==> src/rtl/pwr_efuse_pkg.sv <==
// ----------------------------------------------------------------------------
// pwr_efuse_pkg
//  Shared definitions for the eFuse shadow-load controller and the register
//  bank top. Holds the loader state encoding, the default shadow-register
//  count and data width, and the eFuse word index type.
// ----------------------------------------------------------------------------
package pwr_efuse_pkg;

   localparam int unsigned EFUSE_REG_NUM = 8;
   localparam int unsigned EFUSE_DW      = 8;
   localparam int unsigned EFUSE_IDX_W   = $clog2(EFUSE_REG_NUM);

   // eFuse word index as seen by the register bank (word k shadows register k)
   typedef logic [EFUSE_IDX_W-1:0] efuse_idx_t;

   // Loader sequencing states
   typedef enum logic [1:0] {
      IDLE = 2'd0,
      REQ  = 2'd1,
      WR   = 2'd2,
      DONE = 2'd3
   } efuse_ld_st_e;

endpackage : pwr_efuse_pkg

==> src/rtl/efuse_load_ctrl.sv <==
// ----------------------------------------------------------------------------
// efuse_load_ctrl
//  Sequences the eFuse-to-register shadow load. After reset (AUTO_LOAD=1) or
//  on i_load_start, reads REG_NUM eFuse words over a req/ack handshake and
//  pulses the matching register's logic-write enable for one cycle per word.
//  A word whose ack does not arrive within TIMEOUT_CYC request cycles is
//  skipped and counted as an error. All outputs are registered.
//
// Ports
//  i_clk, i_rst_n        clock, async active-low reset
//  i_load_start          single-cycle reload request (ignored while busy)
//  o_efuse_rd_req        eFuse read request, held until ack or timeout
//  o_efuse_addr          eFuse word index
//  i_efuse_ack           single-cycle read completion, data valid same cycle
//  i_efuse_rdata         eFuse read data
//  o_efuse_ctrl_reg_en   logic-write enable to the register bank while loading
//  o_lgc_wen             per-register write enable, slice k loads register k
//  o_lgc_wdata           write data broadcast to all shadowed registers
//  o_busy                load sequence in progress
//  o_done                sticky: last sequence finished
//  o_err                 sticky: at least one word timed out in last sequence
//  o_err_cnt             number of timed-out words in last sequence
// ----------------------------------------------------------------------------
module efuse_load_ctrl
   import pwr_efuse_pkg::*;
#(
   parameter  int unsigned DW          = EFUSE_DW,
   parameter  int unsigned REG_NUM     = EFUSE_REG_NUM,
   parameter  bit          AUTO_LOAD   = 1'b1,
   parameter  int unsigned TIMEOUT_CYC = 64,
   localparam int unsigned CW          = $clog2(REG_NUM),
   localparam int unsigned ECW         = CW + 1
) (
   input  logic                  i_clk,
   input  logic                  i_rst_n,
   input  logic                  i_load_start,
   output logic                  o_efuse_rd_req,
   output logic [CW-1:0]         o_efuse_addr,
   input  logic                  i_efuse_ack,
   input  logic [DW-1:0]         i_efuse_rdata,
   output logic                  o_efuse_ctrl_reg_en,
   output logic [REG_NUM*DW-1:0] o_lgc_wen,
   output logic [DW-1:0]         o_lgc_wdata,
   output logic                  o_busy,
   output logic                  o_done,
   output logic                  o_err,
   output logic [ECW-1:0]        o_err_cnt
);

   localparam int unsigned TW = $clog2(TIMEOUT_CYC) + 1;
   localparam int unsigned WW = REG_NUM * DW;

   efuse_ld_st_e     r_state;
   logic [CW-1:0]    r_idx;
   logic [TW-1:0]    r_cnt;
   logic             r_rd_req;
   logic             r_reg_en;
   logic [WW-1:0]    r_lgc_wen;
   logic [DW-1:0]    r_wdata;
   logic             r_busy;
   logic             r_done;
   logic             r_err;
   logic [ECW-1:0]   r_err_cnt;

   efuse_ld_st_e     w_state_nxt;
   logic [CW-1:0]    w_idx_nxt;
   logic [TW-1:0]    w_cnt_nxt;
   logic             w_rd_req_nxt;
   logic             w_active_nxt;
   logic [WW-1:0]    w_lgc_wen_nxt;
   logic [DW-1:0]    w_wdata_nxt;
   logic             w_done_nxt;
   logic             w_err_nxt;
   logic [ECW-1:0]   w_err_cnt_nxt;
   logic             w_last;
   logic             w_start;

   assign w_last = (r_idx == CW'(REG_NUM - 1));

   // Next-state and next-output logic
   always_comb begin
      w_state_nxt   = r_state;
      w_idx_nxt     = r_idx;
      w_cnt_nxt     = r_cnt;
      w_rd_req_nxt  = 1'b0;
      w_lgc_wen_nxt = '0;
      w_wdata_nxt   = r_wdata;
      w_done_nxt    = r_done;
      w_err_nxt     = r_err;
      w_err_cnt_nxt = r_err_cnt;
      w_start       = 1'b0;

      unique case (r_state)
         IDLE: begin
            if (AUTO_LOAD || i_load_start) w_start = 1'b1;
         end

         REQ: begin
            if (!r_rd_req) begin
               // One-cycle gap after a timeout; counter already cleared
               w_rd_req_nxt = 1'b1;
            end else if (i_efuse_ack) begin
               // Ack wins over a timeout expiring in the same cycle
               w_state_nxt = WR;
               w_wdata_nxt = i_efuse_rdata;
               w_cnt_nxt   = '0;
               for (int unsigned k = 0; k < REG_NUM; k++) begin
                  if (r_idx == CW'(k)) w_lgc_wen_nxt[k*DW +: DW] = {DW{1'b1}};
               end
            end else if (r_cnt == TW'(TIMEOUT_CYC - 1)) begin
               // Skip this word without writing its register
               w_cnt_nxt = '0;
               w_err_nxt = 1'b1;
               if (r_err_cnt != ECW'(REG_NUM)) w_err_cnt_nxt = r_err_cnt + ECW'(1);
               if (w_last) begin
                  w_state_nxt = DONE;
                  w_done_nxt  = 1'b1;
               end else begin
                  w_idx_nxt = r_idx + CW'(1);
               end
            end else begin
               w_rd_req_nxt = 1'b1;
               w_cnt_nxt    = r_cnt + TW'(1);
            end
         end

         WR: begin
            if (w_last) begin
               w_state_nxt = DONE;
               w_done_nxt  = 1'b1;
            end else begin
               w_state_nxt  = REQ;
               w_idx_nxt    = r_idx + CW'(1);
               w_cnt_nxt    = '0;
               w_rd_req_nxt = 1'b1;
            end
         end

         DONE: begin
            if (i_load_start) w_start = 1'b1;
         end

         default: begin
            w_state_nxt = IDLE;
         end
      endcase

      // New sequence always begins at word 0 with cleared status
      if (w_start) begin
         w_state_nxt   = REQ;
         w_idx_nxt     = '0;
         w_cnt_nxt     = '0;
         w_rd_req_nxt  = 1'b1;
         w_done_nxt    = 1'b0;
         w_err_nxt     = 1'b0;
         w_err_cnt_nxt = '0;
      end

      w_active_nxt = (w_state_nxt == REQ) || (w_state_nxt == WR);
   end

   // State and output registers
   always_ff @(posedge i_clk or negedge i_rst_n) begin
      if (!i_rst_n) begin
         r_state   <= IDLE;
         r_idx     <= '0;
         r_cnt     <= '0;
         r_rd_req  <= 1'b0;
         r_reg_en  <= 1'b0;
         r_lgc_wen <= '0;
         r_wdata   <= '0;
         r_busy    <= 1'b0;
         r_done    <= 1'b0;
         r_err     <= 1'b0;
         r_err_cnt <= '0;
      end else begin
         r_state   <= w_state_nxt;
         r_idx     <= w_idx_nxt;
         r_cnt     <= w_cnt_nxt;
         r_rd_req  <= w_rd_req_nxt;
         r_reg_en  <= w_active_nxt;
         r_lgc_wen <= w_lgc_wen_nxt;
         r_wdata   <= w_wdata_nxt;
         r_busy    <= w_active_nxt;
         r_done    <= w_done_nxt;
         r_err     <= w_err_nxt;
         r_err_cnt <= w_err_cnt_nxt;
      end
   end

   assign o_efuse_rd_req      = r_rd_req;
   assign o_efuse_addr        = r_idx;
   assign o_efuse_ctrl_reg_en = r_reg_en;
   assign o_lgc_wen           = r_lgc_wen;
   assign o_lgc_wdata         = r_wdata;
   assign o_busy              = r_busy;
   assign o_done              = r_done;
   assign o_err               = r_err;
   assign o_err_cnt           = r_err_cnt;

endmodule : efuse_load_ctrl

==> config.mk <==
export PLATFORM = sky130hd
export DESIGN_NAME = efuse_load_ctrl
export DESIGN_NICKNAME = d
export VERILOG_FILES = /design/src/rtl/pwr_efuse_pkg.sv /design/src/rtl/efuse_load_ctrl.sv
export SDC_FILE = /design/constraint.sdc
export NUM_CORES = 1
export LEC_CHECK = 0
export ABC_AREA = 1
export BUFFER_PORTS_ARGS = -buffer_cell sky130_fd_sc_hd__buf_2
export CORE_UTILIZATION = 45
export DETAILED_ROUTE_END_ITERATION = 6
export PLACE_DENSITY_LB_ADDON = 0.15
export SLEW_MARGIN = 30
export SYNTH_ARGS = -nofsm -noshare
export SYNTH_HDL_FRONTEND = slang
export SYNTH_SLANG_ARGS = --single-unit
==> constraint.sdc <==
create_clock -name i_clk -period 4.2 [get_ports i_clk]
set_input_delay 0.84 -clock i_clk [delete_from_list [all_inputs] [get_ports i_clk]]
set_output_delay 0.84 -clock i_clk [all_outputs]
set_load 0.05 [all_outputs]
After elaboration in Yosys (flattened, before gate mapping)
Index checks and enable logic that the tools add are counted.

word-level totals
  input bits = 12
  register bits after elaboration = 92
  logic and storage cells = 100
  output and inout bits = 84

cells by class
  reductions and logical operators = 13
  eq/ne operators = 19
  muxes and demuxes = 55
  add/subtract/negate cells = 3

operators with widths
  kind                                                 count
  two-way mux 64 bit                                   3
  two-way mux 8 bit                                    8
  two-way mux 7 bit                                    5
  two-way mux 4 bit                                    6
  two-way mux 1 bit                                    16
  two-way mux 3 bit                                    5
  case mux 7 bit (2 select lines)                      1
  equality test 3 bit, second input constant           4
  two-way mux 2 bit                                    6
  inequality test 3 bit, second input constant         4
  AND reduction 4 bit                                  2
  nonzero test 2 bit                                   4
  adder 7 x 1 -> 7 bit, second input constant          1
  equality test 7 x 6 -> 1 bit, second input constant  1
  equality test 2 bit, second input constant           3
  equality test 3 x 2 -> 1 bit, second input constant  2
  case mux 1 bit (2 select lines)                      3
  case mux 3 bit (2 select lines)                      1
  AND reduction 3 bit                                  2
  AND reduction 5 bit                                  1
  adder 4 x 1 -> 4 bit, second input constant          1
  equality test 2 x 1 -> 1 bit, second input constant  2
  inequality test 4 bit, second input constant         1
  case mux 2 bit (2 select lines)                      1
  other kinds (7)                                      7

Depth between registers and ports, before layout
Gate-level depths: netlist of run 1.

  word-level depth = 9
  depth in mapped cells = 11

Worst setup path after synthesis of run 1
No wires, ideal clock.

  path kind = register to output
  from = register o_lgc_wen[15] (netlist name)
  to = output port o_lgc_wen[10]
  stages on the path, launching flop included = 2
  required time = 3.360 ns
  slack = 2.364 ns
  buffers on the path = 1
  data arrival time = 0.996 ns
  path through = dfrtp_1 > buf_4

RTL lines
  element           line                   RTL
  end: declaration  efuse_load_ctrl.sv:42  output logic [REG_NUM*DW-1:0] o_lgc_wen,

Final worst setup path of run 1
  from = register r_state[1]
  to = register r_wdata[1] (netlist: o_lgc_wdata[1])

on the way
  longest elaborated chain between the ends = 2

ends and longest elaborated chain
  element                        line                    RTL
  start: declaration             efuse_load_ctrl.sv:53   efuse_ld_st_e r_state;
  start signal: assignment       efuse_load_ctrl.sv:177  r_state <= w_state_nxt;
  equality test 2 x 1 -> 1 bit   efuse_load_ctrl.sv:93   unique case (r_state)
  AND reduction 3 bit (no line)  -
  end signal: assignment         efuse_load_ctrl.sv:183  r_wdata <= w_wdata_nxt;
  end: declaration               efuse_load_ctrl.sv:59   logic [DW-1:0] r_wdata;

No other way between the ends.
A chain may end at the register's enable or synchronous reset.

==> run_results.csv, run 1 <==
group,metric,value,unit
outcome,outcome,"complete, no violations",
sta,period_minus_slack,1.93,ns
clock_network,cts_sinks,36,
critical_path,crit_path_start_kind,"flop",
synthesis,yosysTopAreaCellShare,39.3,%
detailed_routing,drt-initial-drc-count,74,
job,maxCapViolations,0,
synthesis,synth-seq-cells,36,
synthesis,ys_seq_area_share,39.3,%
synthesis,synth_common_cells,"61 x nand2_1, 58 x buf_4, 36 x dfrtp_1",
clock_network,postCtsSetupBuffers,0,
final_layout,area_growth,8.47,%
synthesis,yosysMostFrequentCell,"nand2_1",
detailed_routing,routed_wl,4.14,mm
sta,final_hold_viol_count,0,
critical_path,arrival,2.11,ns
floorplanning,fp.dieW,73.3,um
synthesis,syn-instance-count,278,
clock_network,holdBufCountCts,0,
sta,worst_slew_pin_slew,0.804,ns
floorplanning,dieArea,5380,sq um
global_routing,grt_pass1_vias,1481,
placement,gp_congestion,0.789,
sta,slew_viol_final,0,
synthesis,synth_area_leaders,"dfrtp_1 39%, buf_4 19%, nand2_1 10%, ha_1 7.1%, inv_1 4.3%",
global_routing,antenna_found_initial,0,
global_routing,grt_overflow,0,
detailed_routing,antenna_left,0,
clock_network,clk_path_buf_depth,2,
sta,fmax,519,MHz
pwr,fin_total_pwr,1.80,mW
final_layout,nets,345,
detailed_routing,drc,0,
sta,setup_tns,0,ns
clock_network,tritoncts,"built",
synthesis,yosysTopAreaCell,"dfrtp_1",
final_layout,final_core_util,51.6,%
floorplanning,core_area,4820,sq um
floorplanning,die_y,73.3,um
critical_path,crit_fanout,11,
sta,rsz0062_at_grt,"no",
detailed_routing,drtPass1Iterations,4,
critical_path,critPathKind,"flop to flop",
synthesis,syn_area_per_cell,8.24,sq um
sta,setup-violations-final,0,
clock_network,cts_made_buffers,5,
pwr,p_leak,1.56,nW
clock_network,htreeDepth,2,
sta,clock-skew-final,0.00454,ns
synthesis,yosys_warnings,0,
critical_path,worst_ep_required_time,4.38,ns
placement,hpwl,3.09,mm
detailed_routing,avgViaCountPerCell,4.56,
clock_network,cts_resized,0,
placement,portBuffers,95,
sta,fin_crit_sh,45.8,%
clock_network,root_buffer,"clkbuf_8",
worst_hold_path,hold_class,"flop to flop",
synthesis,synthArstFlopShare,100,%
global_routing,track_usage,16.5,%
synthesis,synth.distinct_cells,23,
clock_network,clk_latency,0.29,ns
global_routing,grt_pass1_wl,6.62,mm
synthesis,synth_area,2290,sq um
pwr,p_per_area,726,nW/um^2
sta,maxSlewHeadroom,46.4,%
final_layout,drive_gt1_share,38.3,%
global_routing,grt_max_degree,37,
detailed_routing,routedWlPerCell,10.7,um
pwr,peakVddDrop,0.443,mV
synthesis,syn_nets,303,
synthesis,ys.flop_type,"dfrtp_1",
floorplanning,num_rows,25,
floorplanning,io-pin-count,96,
final_layout,fill_cells,498,
floorplanning,start_util,47.5,%
final_layout,antenna_cells,0,
critical_path,critPathCaptureType,"flop",
clock_network,clkTransAtPathRegs,0.07,ns
synthesis,synth_edf_count,0,
detailed_routing,vias,1770,
-- registers in the layout, summed over array words and instances (netlist names), 2 cells and up --
name / cells
o_efuse_addr: 3
o_lgc_wen: 8
r_cnt: 7
o_lgc_wdata: 8
o_err_cnt: 4
r_state: 2
-- path summary, 6_finish.rpt --
path | from | to | slack, ns | cells after the start
worst max-delay path | r_state[1]$_DFF_PN0_ | o_lgc_wdata[1]$_DFFE_PN0P_ | 2.27 | 7
worst min-delay path | o_lgc_wdata[7]$_DFFE_PN0P_ | o_lgc_wdata[7]$_DFFE_PN0P_ | 0.47 | 2
worst max register to register | r_state[1]$_DFF_PN0_ | o_lgc_wdata[1]$_DFFE_PN0P_ | 2.27 | 7
worst min register to register | o_lgc_wdata[7]$_DFFE_PN0P_ | o_lgc_wdata[7]$_DFFE_PN0P_ | 0.47 | 2
max in group asynchronous | i_rst_n | o_err$_DFFE_PN0P_ | 3.06 | 1
min in group asynchronous | i_rst_n | o_lgc_wdata[4]$_DFFE_PN0P_ | 0.64 | 1
-- through the flow --
stage | area (sq um) | std cells | hold WS [ns] | setup slack (ns)
final | 2480 | 388 | 0.472 | 2.27
after floorplan | 2290 | 278 | 0.501 | 2.36
after global placement | 2390 | 380 | 0.455 | 2.11
after detailed placement | 2390 | 380 | 0.458 | 2.06
after global routing | 2480 | 388 | 0.491 | 2.10
after CTS | 2480 | 388 | 0.476 | 2.25
-- critical path, stage by stage, from the launching register on --
cell	delay [ns]
dfrtp_1	0.43
inv_1	0.12
ha_1	0.26
inv_1	0.09
nor3_2	0.54
inv_2	0.22
nand2_1	0.11
nand2_1	0.05
-- layout make-up --
type	instances	area [sq um]	area share, %
Tap cell	67	83.8	3.38
Sequential cell	36	901	36.3
Multi-Input combinational cell	151	815	32.8
Clock buffer	6	82.6	3.32
Clock inverter	2	10.0	0.403
Inverter	31	116	4.69
Timing Repair Buffer	95	475	19.1
-- layer usage --
layer  share of wire [%]  global-route usage, %  vias to the layer above
met4                 1.7                   8.97                        0
met5                   0                      0                        -
met1                  42                   19.2                      808
met3                 6.5                   3.43                        6
met2                  50                   28.6                       66
li1                    -                      -                      890
-- where the power goes --
group | switching [mW] | leakage, nW | total (mW) | internal, mW
logic | 0.765 | 1.03 | 1.02 | 0.258
clock network | 0.124 | 0.0510 | 0.255 | 0.131
registers | 0.0844 | 0.477 | 0.526 | 0.441
-- placed cells by master, fill, tap and decap left out --
master    count
a21oi_2       1
and3b_1       1
and3_1        1
nand2_1      61
a21boi_2      1
inv_1        26
dfrtp_1      36
nand2_2       7
ha_1         13
o21ai_0       4
o21ai_1       6
inv_2         5
o21ai_2       2
clkinv_2      2
nand3_1      10
nand4_1       2
buf_2        95
nor3_2        1
a21oi_1      15
xor2_1        2
nand3_2       1
nor2_1       21
nor2_4        2
clkbuf_8      6
-- kinds of logic after synthesis --
logic type / share of synthesized area (%)
AND/OR/NAND/NOR: 20.6
buffers and inverters: 25.1
flip-flops: 39.3
AO/OA/AOI/OAI: 7.10
adder cells (fa/ha/maj): 7.10
XOR/XNOR: 0.765
Power figures use the tool's default switching activity.
==> run 2, diff against run 1 <==
==> constraint.sdc (replaced) <==
create_clock -name i_clk -period 2 [get_ports i_clk]
set_input_delay 0.4 -clock i_clk [delete_from_list [all_inputs] [get_ports i_clk]]
set_output_delay 0.4 -clock i_clk [all_outputs]
set_load 0.05 [all_outputs]
==> run 2 against run 1 <==
  * Register-to-register slack worse by 2.0 ns
  * First-iteration DRC count is 20% higher
  * Cell count is 0.26% higher
  * Critical endpoint is now r_cnt[4]$_DFFE_PN0P_
  * Critical path type unchanged
  * Highest routed layer unchanged
  * Sequential power is 110% higher
==> run_results.csv, run 2 (synthesis results as in run 1) <==
group,metric,value,unit
final_layout,area_growth,8.47,%
placement,placedCellCount,382,
clock_network,cts_sinks,36,
pwr,p_sw,2.03,mW
detailed_routing,drt-initial-drc-count,89,
clock_network,clkTransAtPathRegs,0.07,ns
outcome,outcome,"complete, no violations",
placement,placed_area,2410,sq um
pwr,pwr-share-clk,12.8,%
global_routing,antenna_found_initial,0,
clock_network,clk_latency,0.29,ns
detailed_routing,avgViaCountPerCell,4.49,
sta,slew_viol_final,0,
pwr,intPower,1.71,mW
job,maxCapViolations,0,
sta,final_hold_viol_count,0,
placement,pre_cts_ws,0.257,ns
sta,setup-violations-final,0,
floorplanning,fp.dieW,73.3,um
pwr,seq_power_share,29.4,%
final_layout,drive_gt1_share,38.2,%
detailed_routing,routed_wl,4.05,mm
critical_path,critPathKind,"flop to flop",
floorplanning,die_y,73.3,um
detailed_routing,routedWlPerCell,10.4,um
pwr,swShare,54.3,%
sta,clock-skew-final,0.00374,ns
final_layout,final_cells,389,
sta,setup_tns,0,ns
critical_path,critPathCaptureType,"flop",
sta,maxSlewHeadroom,69.9,%
sta,fin_hold_ws,0.142,ns
clock_network,htreeDepth,2,
floorplanning,core_area,4820,sq um
critical_path,arrival,1.99,ns
sta,fin_crit_sh,88.5,%
pwr,peakVddDrop,0.819,mV
clock_network,root_buffer,"clkbuf_8",
clock_network,cts_made_buffers,5,
placement,gp_congestion,0.802,
sta,fmax,565,MHz
global_routing,grt_pass1_wl,6.56,mm
clock_network,postCtsSetupBuffers,0,
detailed_routing,drc,0,
final_layout,final_common_cell,"buf_2",
clock_network,cts_resized,0,
floorplanning,num_rows,25,
final_layout,nets,347,
critical_path,crit_fanout,12,
critical_path,crit_path_start_kind,"flop",
global_routing,grt_pass1_vias,1540,
clock_network,holdBufCountCts,0,
final_layout,fill_cells,501,
final_layout,final_core_util,51.6,%
global_routing,track_usage,16.2,%
worst_hold_path,hold_class,"input port to asynchronous set/reset pin",
sta,worst_slew_pin_slew,0.452,ns
final_layout,fin_area,2480,sq um
pwr,pwr-share-comb,57.8,%
floorplanning,dieArea,5380,sq um
placement,hpwl,3.09,mm
critical_path,worst_ep_required_time,2.22,ns
global_routing,grt_max_degree,37,
sta,rsz0062_at_grt,"no",
detailed_routing,drtPass1Iterations,4,
pwr,fin_total_pwr,3.74,mW
clock_network,tritoncts,"built",
global_routing,grt_overflow,0,
sta,period_minus_slack,1.77,ns
placement,portBuffers,95,
clock_network,clk_path_buf_depth,2,
final_layout,antenna_cells,0,
pwr,p_leak,1.56,nW
pwr,p_per_area,1510,nW/um^2
detailed_routing,antenna_left,0,
floorplanning,io-pin-count,96,
sta,setup_slack,0.231,ns
detailed_routing,vias,1746,
floorplanning,start_util,47.5,%
final_layout,layout_common_cells,"95 x buf_2, 61 x nand2_1, 36 x dfrtp_1, 26 x inv_1, 21 x nor2_1",
run 2: cell types whose count changed in the layout (fill, tap and decap cells not counted):
cell	before	now
clkbuf_8	6	5
clkbuf_1	0	1
clkinv_2	2	1
buf_4	0	2
run 2: cell type report:
cell class | count | area (sq um) | area share (%)
sequential | 36 | 901 | 36.3
tap | 67 | 83.8 | 3.38
clock buffer | 6 | 72.6 | 2.92
inverter | 31 | 116 | 4.69
timing repair buffer | 97 | 490 | 19.7
multi-input combinational | 151 | 815 | 32.8
clock inverter | 1 | 5.00 | 0.202
run 2: power groups by stage:
stage | logic (mW) | clock network [mW] | registers, mW
after floorplan | 1.35 | 0 | 1.61
after global placement | 2.16 | 0 | 1.11
after detailed placement | 2.18 | 0 | 1.11
after CTS | 2.18 | 0.503 | 1.10
after global routing | 2.39 | 0.532 | 1.13
final | 2.16 | 0.479 | 1.10
run 2: worst max-delay path, cell delays in order, from the launching register on:
cell	delay [ns]
dfrtp_1	0.38
inv_1	0.10
ha_1	0.32
inv_1	0.14
nand2_2	0.18
nand2_2	0.23
nand2_1	0.12
xor2_1	0.15
nor2_1	0.08
run 2: path summary, 6_finish.rpt:
path / to / cells after the start / from / slack (ns)
setup / recovery: r_cnt[4]$_DFFE_PN0P_ / 8 / r_state[0]$_DFF_PN0_ / 0.23
hold / removal: o_lgc_wdata[0]$_DFFE_PN0P_ / 2 / i_rst_n / 0.14
setup reg to reg: r_cnt[4]$_DFFE_PN0P_ / 8 / r_state[0]$_DFF_PN0_ / 0.23
hold reg to reg: o_lgc_wdata[4]$_DFFE_PN0P_ / 2 / o_lgc_wdata[4]$_DFFE_PN0P_ / 0.47
max in group asynchronous: o_err_cnt[0]$_DFFE_PN0P_ / 2 / i_rst_n / 1.54
min in group i_clk: o_lgc_wdata[6]$_DFFE_PN0P_ / 3 / i_efuse_rdata[6] / 0.31
run 2: layer usage:
layer,GRT usage [%],part of all wire (%)
met5,0,0
met4,6.84,1.8
met3,4.53,5.6
met2,27.4,48
met1,19.5,45
==> run 3, diff against run 2 <==
--- a/config.mk
+++ b/config.mk
@@ -9,7 +9,10 @@
 export BUFFER_PORTS_ARGS = -buffer_cell sky130_fd_sc_hd__buf_2
 export CORE_UTILIZATION = 45
 export DETAILED_ROUTE_END_ITERATION = 6
+export HOLD_SLACK_MARGIN = 0.15
 export PLACE_DENSITY_LB_ADDON = 0.15
+export RECOVER_POWER = 25
+export SKIP_LAST_GASP = 1
 export SLEW_MARGIN = 30
 export SYNTH_ARGS = -nofsm -noshare
 export SYNTH_HDL_FRONTEND = slang
==> run 3 against run 2 <==
  * Largest cell class unchanged
  * First-iteration DRC count rose by 4.5%
  * Final area shrank 0.20%
  * Combinational power hardly changed
  * Critical path depth unchanged
  * Critical endpoint unchanged
  * Clock skew is essentially flat
  * Die area unchanged
  * Sequential share of layout area increased by 0.073 points
  * Routed wire length hardly changed
  * Via count rose by 0.11%
  * Worst hold slack improved by 0.16 ns
  * Flip-flop and latch count unchanged
  * Non-clock buffer count did not move
  * Critical path type unchanged
==> run_results.csv, run 3 (synthesis results as in run 1) <==
group,metric,value,unit
detailed_routing,drtPass1Iterations,4,
critical_path,crit_path_start_kind,"flop",
critical_path,critPathKind,"flop to flop",
job,maxCapViolations,0,
clock_network,clk_path_buf_depth,2,
critical_path,reg2regPathDepth,8,
floorplanning,core_area,4820,sq um
floorplanning,io-pin-count,96,
global_routing,grt_max_degree,37,
final_layout,fin_area,2480,sq um
floorplanning,die_y,73.3,um
global_routing,grt_pass1_wl,6.56,mm
global_routing,grt_pass1_vias,1540,
placement,portBuffers,95,
critical_path,crit_start,"r_state[0]$_DFF_PN0_",
detailed_routing,avgViaCountPerCell,4.49,
placement,placed_area,2410,sq um
global_routing,track_usage,16.2,%
final_layout,layout_common_cells,"93 x buf_2, 61 x nand2_1, 36 x dfrtp_1, 26 x inv_1, 21 x nor2_1",
final_layout,area_growth,8.25,%
critical_path,reg2reg_slack,0.23,ns
sta,slew_viol_final,0,
clock_network,clkTransAtPathRegs,0.07,ns
sta,clock-skew-final,0.00374,ns
clock_network,cts_made_buffers,5,
detailed_routing,vias,1748,
clock_network,cts_sinks,36,
detailed_routing,drc,0,
clock_network,tritoncts,"built",
sta,maxSlewHeadroom,40.9,%
final_layout,final_common_cell,"buf_2",
sta,fmax,565,MHz
final_layout,nets,347,
pwr,peakVddDrop,0.819,mV
pwr,p_per_area,1510,nW/um^2
clock_network,htreeDepth,2,
sta,setup_tns,0,ns
global_routing,grt_overflow,0,
sta,fin_crit_sh,88.5,%
critical_path,worstReg2RegEnd,"r_cnt[4]$_DFFE_PN0P_",
detailed_routing,routed_wl,4.05,mm
global_routing,antenna_found_initial,0,
clock_network,clk_latency,0.29,ns
floorplanning,dieArea,5380,sq um
critical_path,arrival,1.99,ns
sta,period_minus_slack,1.77,ns
floorplanning,start_util,47.5,%
worst_hold_path,hold_class,"input port to asynchronous set/reset pin",
clock_network,holdBufCountCts,0,
placement,hpwl,3.09,mm
final_layout,drive_gt1_share,37.6,%
clock_network,postCtsSetupBuffers,0,
clock_network,root_buffer,"clkbuf_8",
outcome,outcome,"complete, no violations",
detailed_routing,routedWlPerCell,10.4,um
clock_network,cts_resized,0,
pwr,p_leak,1.55,nW
detailed_routing,drt-initial-drc-count,93,
sta,rsz0062_at_grt,"no",
sta,setup-violations-final,0,
critical_path,crit_fanout,12,
sta,fin_hold_ws,0.306,ns
placement,placedCellCount,382,
final_layout,antenna_cells,0,
placement,gp_congestion,0.802,
detailed_routing,antenna_left,0,
critical_path,critPathCaptureType,"flop",
sta,final_hold_viol_count,0,
critical_path,worst_ep_required_time,2.22,ns
floorplanning,num_rows,25,
sta,worst_slew_pin_slew,0.887,ns
floorplanning,fp.dieW,73.3,um
critical_path,reg2reg_from,"r_state[0]$_DFF_PN0_",
final_layout,final_cells,389,
-- run 3: cell count changes in the layout (fill, tap and decap cells not counted) --
cell,previous run,this run
buf_4,2,1
clkbuf_1,1,3
clkbuf_2,0,1
buf_2,95,93
-- run 3: area by class of cell --
type                    count  area, sq um
clock buffers               6         72.6
clock inverters             1         5.00
fillers                   499         2340
inverters                  31          116
multi-input cells         151          815
flip-flops and latches     36          901
well taps                  67         83.8
repair buffers             97          485
-- run 3: worst max-delay path, cell delays in order (launching register included) --
cell     delay [ns]
dfrtp_1        0.38
inv_1          0.10
ha_1           0.32
inv_1          0.14
nand2_2        0.18
nand2_2        0.23
nand2_1        0.12
xor2_1         0.15
nor2_1         0.08
-- run 3: stage by stage --
stage	setup WS, ns	utilization (%)	power [mW]
after floorplan	0.212	-	2.97
after global placement	0.324	49.9	3.27
after detailed placement	0.257	49.9	3.29
after CTS	0.218	51.6	3.79
after global routing	0.00872	51.5	4.05
final	0.231	51.5	3.74
-- run 3: layer usage --
layer,vias to the layer above,global-route usage (%),share of wire (%),wire [um]
met5,-,0,0,0
met3,7,4.53,5.6,225
li1,887,-,-,-
met2,63,27.4,48,1930
met1,791,19.5,45,1820
met4,0,6.84,1.8,74
-- run 3: where the power goes --
part | internal [mW] | total, mW | switching [mW]
combinational | 0.543 | 2.16 | 1.62
clock | 0.236 | 0.479 | 0.243
sequential | 0.927 | 1.10 | 0.174
total | 1.71 | 3.74 | 2.03
-- run 3: how the worst max path moves through the flow --
stage | to | slack [ns] | cells past startpoint
3_5_place_dp | r_cnt[4]$_DFFE_PN0P_ | 0.26 | 8
3_3_place_gp | r_cnt[4]$_DFFE_PN0P_ | 0.32 | 8
6_report | r_cnt[4]$_DFFE_PN0P_ | 0.23 | 8
5_1_grt | r_cnt[4]$_DFFE_PN0P_ | 0.009 | 8
4_1_cts | r_cnt[4]$_DFFE_PN0P_ | 0.22 | 8
2_1_floorplan | o_busy$_DFF_PN0_ | 0.21 | 11
